## src/rtl/pll_reset_sequencer_pkg.sv

```systemverilog
// Shared definitions for the PLL reset sequencer: FSM state encoding and
// the sizing rule for its internal cycle counters.
package pll_reset_sequencer_pkg;

  typedef enum logic [1:0] {
    WAIT_LOCK = 2'd0,
    STABILIZE = 2'd1,
    HOLD      = 2'd2,
    RUN       = 2'd3
  } state_e;

  // Width wide enough to hold (largest terminal count - 1); never below 1 bit.
  function automatic int cnt_width(input int a, input int b, input int c);
    int m;
    m = a;
    if (b > m) m = b;
    if (c > m) m = c;
    return (m < 2) ? 1 : $clog2(m);
  endfunction

endpackage

```

## src/rtl/sync_bit.sv

```systemverilog
// N-flop single-bit synchronizer with synchronous clear; a plain shift chain
// so the tools see a clean CDC path.
module sync_bit #(
  parameter int N = 2
) (
  input  logic clock,
  input  logic clear,
  input  logic d,
  output logic q
);

  logic [N-1:0] sync_q;
  logic [N-1:0] sync_d;

  always_comb begin
    sync_d = {sync_q[N-2:0], d};
  end

  // NOTE: sequential state is always written with <= so every flop samples
  // the pre-edge value of its neighbour; a blocking '=' here would collapse
  // the chain into a single stage.
  always_ff @(posedge clock) begin
    if (clear) sync_q <= '0;
    else       sync_q <= sync_d;
  end

  assign q = sync_q[N-1];

endmodule

```

## src/rtl/pll_reset_sequencer.sv

```systemverilog
// Turns the asynchronous PLL lock into a filtered, synchronous active-high
// domain reset, with a ready flag and saturating lock-loss/glitch counters.
module pll_reset_sequencer
  import pll_reset_sequencer_pkg::*;
#(
  parameter int SYNC_STAGES        = 2,
  parameter int LOCK_STABLE_CYCLES = 65536,
  parameter int RESET_HOLD_CYCLES  = 256,
  parameter int GLITCH_CYCLES      = 4,
  parameter int CNT_W              = 8
) (
  input  logic             clock,
  input  logic             reset,
  input  logic             pll_locked,
  output logic             rst_out,
  output logic             ready,
  output logic [1:0]       state,
  output logic [CNT_W-1:0] lock_loss_count,
  output logic [CNT_W-1:0] glitch_count
);

  localparam int CW = cnt_width(LOCK_STABLE_CYCLES, RESET_HOLD_CYCLES, GLITCH_CYCLES);
  localparam logic [CW-1:0] STABLE_LAST = CW'(LOCK_STABLE_CYCLES - 1);
  localparam logic [CW-1:0] HOLD_LAST   = CW'(RESET_HOLD_CYCLES - 1);
  localparam logic [CW-1:0] GLITCH_LAST = CW'(GLITCH_CYCLES - 1);

  logic lock_s;

  sync_bit #(.N(SYNC_STAGES)) u_lock_sync (
    .clock (clock),
    .clear (reset),
    .d     (pll_locked),
    .q     (lock_s)
  );

  state_e           state_q, state_d;
  logic [CW-1:0]    cnt_q, cnt_d;
  logic [CW-1:0]    gcnt_q, gcnt_d;
  logic             rst_out_q, rst_out_d;
  logic             ready_q, ready_d;
  logic [CNT_W-1:0] loss_q, loss_d;
  logic [CNT_W-1:0] glitch_q, glitch_d;

  // NOTE: every always_comb output gets a default first, so no path through
  // the case statement can leave a signal unassigned and infer a latch.
  always_comb begin
    state_d  = state_q;
    cnt_d    = cnt_q;
    gcnt_d   = gcnt_q;
    loss_d   = loss_q;
    glitch_d = glitch_q;

    unique case (state_q)
      WAIT_LOCK: begin
        cnt_d  = '0;
        gcnt_d = '0;
        if (lock_s) state_d = STABILIZE;
      end
      STABILIZE: begin
        if (!lock_s) begin
          state_d = WAIT_LOCK;
          cnt_d   = '0;
        end else if (cnt_q == STABLE_LAST) begin
          state_d = HOLD;
          cnt_d   = '0;
        end else begin
          cnt_d = cnt_q + 1'b1;
        end
      end
      HOLD: begin
        if (!lock_s) begin
          state_d = WAIT_LOCK;
          cnt_d   = '0;
        end else if (cnt_q == HOLD_LAST) begin
          state_d = RUN;
          cnt_d   = '0;
          gcnt_d  = '0;
        end else begin
          cnt_d = cnt_q + 1'b1;
        end
      end
      RUN: begin
        // A low run shorter than GLITCH_CYCLES that ends high is a glitch.
        if (!lock_s) begin
          if (gcnt_q == GLITCH_LAST) begin
            state_d = WAIT_LOCK;
            gcnt_d  = '0;
            if (loss_q != '1) loss_d = loss_q + 1'b1;
          end else begin
            gcnt_d = gcnt_q + 1'b1;
          end
        end else if (gcnt_q != '0) begin
          gcnt_d = '0;
          if (glitch_q != '1) glitch_d = glitch_q + 1'b1;
        end
      end
      default: state_d = WAIT_LOCK;
    endcase

    rst_out_d = (state_d != RUN);
    ready_d   = (state_d == RUN);
  end

  always_ff @(posedge clock) begin
    if (reset) begin
      state_q   <= WAIT_LOCK;
      cnt_q     <= '0;
      gcnt_q    <= '0;
      rst_out_q <= 1'b1;
      ready_q   <= 1'b0;
      loss_q    <= '0;
      glitch_q  <= '0;
    end else begin
      state_q   <= state_d;
      cnt_q     <= cnt_d;
      gcnt_q    <= gcnt_d;
      rst_out_q <= rst_out_d;
      ready_q   <= ready_d;
      loss_q    <= loss_d;
      glitch_q  <= glitch_d;
    end
  end

  assign rst_out         = rst_out_q;
  assign ready           = ready_q;
  assign state           = state_q;
  assign lock_loss_count = loss_q;
  assign glitch_count    = glitch_q;

endmodule

```

## config.mk

```make
export PLATFORM = sky130hd
export DESIGN_NAME = pll_reset_sequencer
export DESIGN_NICKNAME = d
export VERILOG_FILES = /design/src/rtl/pll_reset_sequencer_pkg.sv /design/src/rtl/sync_bit.sv /design/src/rtl/pll_reset_sequencer.sv
export SDC_FILE = /design/constraint.sdc
export NUM_CORES = 1
export LEC_CHECK = 0
export CORE_ASPECT_RATIO = 1.2
export CORE_UTILIZATION = 55
export DETAILED_ROUTE_END_ITERATION = 8
export GPL_ROUTABILITY_DRIVEN = 0
export PLACE_DENSITY = 0.77
export RECOVER_POWER = 25
export SYNTH_ARGS = -nofsm -noshare
export SYNTH_HDL_FRONTEND = slang
export SYNTH_SLANG_ARGS = --single-unit
```

## constraint.sdc

```tcl
create_clock -name clock -period 2.9 [get_ports clock]
set_input_delay 0.58 -clock clock [delete_from_list [all_inputs] [get_ports clock]]
set_output_delay 0.58 -clock clock [all_outputs]
set_load 0.02 [all_outputs]
```

==> results_dict.tcl <==
set metrics [dict create \
    status "completed" \
    fin_crit_ns 2.54 \
    cpPeakStageDelay_ns 0.63 \
    crit_slowest_cell "or4_1" \
    synth_cells 353 \
    antenna_found_initial 0 \
    clock_power_share_pct 32.4 \
    cts_htree_levels 2 \
    power_frac_seq_pct 55.9 \
    r2r_cells 6 \
    via_count 2743 \
    required_ns 3.09 \
    critPathLaunchType "register" \
    fin_ws_ns 0.359 \
    clock_sinks 54 \
    numCtsBuffers 5 \
    dp.cells 429 \
    clkLatencyLatePin_ns 0.31 \
    grt_max_degree 26 \
    drc 0 \
    drive_above_1_share_pct 8.80 \
    leakage_nw 1.09 \
    nFillCells 451 \
    critPathTopFamily "simple AND/OR/NAND/NOR gates" \
    grt_usage_pct 24.2 \
    dr.pass1.iters 4 \
    wirelength_um 6500 \
    synth_top_cell_area_share_pct 36.0 \
    synth_ff_type "dfxtp_1" \
    switching_share_pct 27.1 \
    cts_root_buf "clkbuf_8" \
    hold_violations 0 \
    grt_pass1_vias 2486 \
    cts_tree "done" \
    fin_nets 387 \
    areaGrowthSynthToFinish_pct 12.5 \
    worstMarginPinSlew_ns 1.20 \
    syn-num-nets 366 \
    min_path_cells 1 \
    finalSetupViolCount 0 \
    rsz0062_at_grt "false" \
    wire_per_inst_um 14.9 \
    p_int_mw 0.989 \
    vdd_drop_max_uv 313 \
    yosysTopAreaCell "dfxtp_1" \
    die_w_um 69.4 \
    post-dp-hpwl_um 4630 \
    critPathMaxFanout 8 \
    relSlewSlack_pct 19.7 \
    slew_viol_final 0 \
    grt_pass1_wl_um 11500 \
    crit_path_end_kind "register" \
    hold_class "register to register" \
    fin_cells 437 \
    crit_chain "ha_1 -> or3b_2 -> or4_1 -> a22o_1 -> o31ai_2 -> nor2_1" \
    die_h_um 82.9 \
    io_buffer_count 22 \
    crit_arrival_ns 2.73 \
    p_switching_mw 0.367 \
    r2r-end "state[0]$_SDFF_PP0_" \
    comb_power_share_pct 11.7 \
    grt_overflow_total 0 \
    synth.avg_cell_area_sq_um 8.50 \
    num_antenna_cells 0 \
    synthArstFlopShare_pct 0 \
    powerDensity_nw_per_um2 402 \
    reg2reg_setup_slack_ns 0.36 \
    drv_cap 0 \
    avgViaCountPerCell 6.28 \
    synth_edf_count 0 \
    dr.first_iter.drc_count 127 \
    hold_buffers 0 \
    rows 29 \
    clockBufferDepth 2 \
    pre_cts_ws_ns 0.399 \
    ys_top_cells_by_area "dfxtp_1 36%, ha_1 4.2%, xnor2_1 4.1%, nand3_1 4.0%, nor2_1 4.0%" \
    syn_area_sq_um 3000 \
    regArea_sq_um 1080 \
    cts.clk_slew.worst_paths_ns 0.09 \
    multi_input_area_sq_um 1800 \
    period_share_pct 87.6 \
    tns_ns 0 \
    critical_path_class "register to register" \
    fmax_mhz 394 \
    hp-start "u_lock_sync.sync_q[0]$_SDFF_PP0_" \
    power_mw 1.36 \
    path_buf_inv 0 \
    ys_seq_elements 54 \
    ant_nets 0 \
    postCtsResizedCells 0 \
    synth_seq_area_share_pct 36.0 \
    final_util_pct 64.2 \
    die_area_sq_um 5760 \
    core_area_sq_um 5260 \
    synth_cell_types 58 \
    post_cts_buffers 0 \
    r2r-start "gcnt_q[0]$_SDFFE_PP0P_" \
    holdPathEnd "u_lock_sync.sync_q[1]$_SDFF_PP0_" \
    start_util_pct 57.0 \
    ys_warn_count 0 \
    fin_skew_ns 0.00303 \
    io_pins 23 \
]
## cell type report
cell class | instances | share of cell area, %
Inverter | 12 | 1.33
Clock inverter | 2 | 0.371
Multi-Input combinational cell | 270 | 53.2
Timing Repair Buffer | 31 | 8.30
Sequential cell | 54 | 32.0
Clock buffer | 6 | 2.45
Tap cell | 62 | 2.30
## power by group through the flow
stage                     clock [mW]  sequential (mW)  combinational [mW]
after CTS                      0.456            0.758               0.162
final                          0.439            0.757               0.159
after floorplan                    0            0.780               0.120
after global routing           0.488            0.760               0.174
after detailed placement           0            0.775               0.161
after global placement             0            0.775               0.160
## sequential cells by signal (all words and copies together), names as in the netlist
register / flops
cnt_q: 16
lock_loss_count: 8
ready: 1
rst_out: 1
gcnt_q: 16
u_lock_sync.sync_q: 2
glitch_count: 8
state: 2
## metal layers
layer	share of wire [%]	vias up	global-route usage [%]
met3	4.2	12	3.76
li1	-	1366	-
met5	0	-	0
met2	49	59	41.0
met4	1.8	0	9.28
met1	45	1306	30.5
## through the flow
step	hold WS (ns)	cell area [sq um]
final	0.456	3380
after global routing	0.465	3380
after CTS	0.460	3380
after detailed placement	0.433	3290
after global placement	0.434	3290
after floorplan	0.414	3000
## synthesized netlist by cell type, drive strengths merged, types with 3 or more instances
master	number
and4	3
o21a	4
a21oi	8
nand4	10
o21ai	15
nor4	18
o31ai	6
nor3	16
nor2	32
and3	3
nand3	24
nand2	31
buf	5
xnor2	14
or2	3
and2	3
dfxtp	54
a311oi	10
inv	12
xor2	3
clkbuf	12
or3	3
a31oi	5
a41oi	3
mux2i	3
or4	7
a221o	3
a21o	5
ha	10
nor2b	4
nor4b	5
o311ai	3
## logic make-up after synthesis
family,Yosys count,synth area share [%]
simple gates,167,31.5
compound gates,73,18.2
flops,54,36.0
buf+inv,29,4.09
xor+xnor,17,4.96
fa+ha+maj,10,4.17
mux,3,1.00
## worst max path at each step
stage	from	end	slack, ns	cells past startpoint
2_1_floorplan	state[0]$_SDFF_PP0_	gcnt_q[7]$_SDFFE_PP0P_	0.40	9
3_3_place_gp	gcnt_q[0]$_SDFFE_PP0P_	ready$_SDFF_PP0_	0.42	6
3_5_place_dp	gcnt_q[9]$_SDFFE_PP0P_	rst_out$_SDFF_PP1_	0.40	5
4_1_cts	gcnt_q[0]$_SDFFE_PP0P_	rst_out$_SDFF_PP1_	0.36	6
5_1_grt	gcnt_q[0]$_SDFFE_PP0P_	state[0]$_SDFF_PP0_	0.20	6
6_report	gcnt_q[0]$_SDFFE_PP0P_	state[0]$_SDFF_PP0_	0.36	6
## layout by cell type (no fill, tap or decap), drive strengths merged, types with 7 or more instances in the layout
master       synthesis  routed
a21oi                8       8
nor3                16      16
dlygate4sd3          0      16
or4                  7       7
xnor2               14      14
nand4               10      10
clkbuf              12       8
o21ai               15      15
nand3               24      24
nor4                18      18
buf                  5       7
nor2                32      32
ha                  10      10
nand2               31      31
a311oi              10      10
dfxtp               54      54
inv                 12      12
Note: power is estimated with default switching activity, not from simulation.
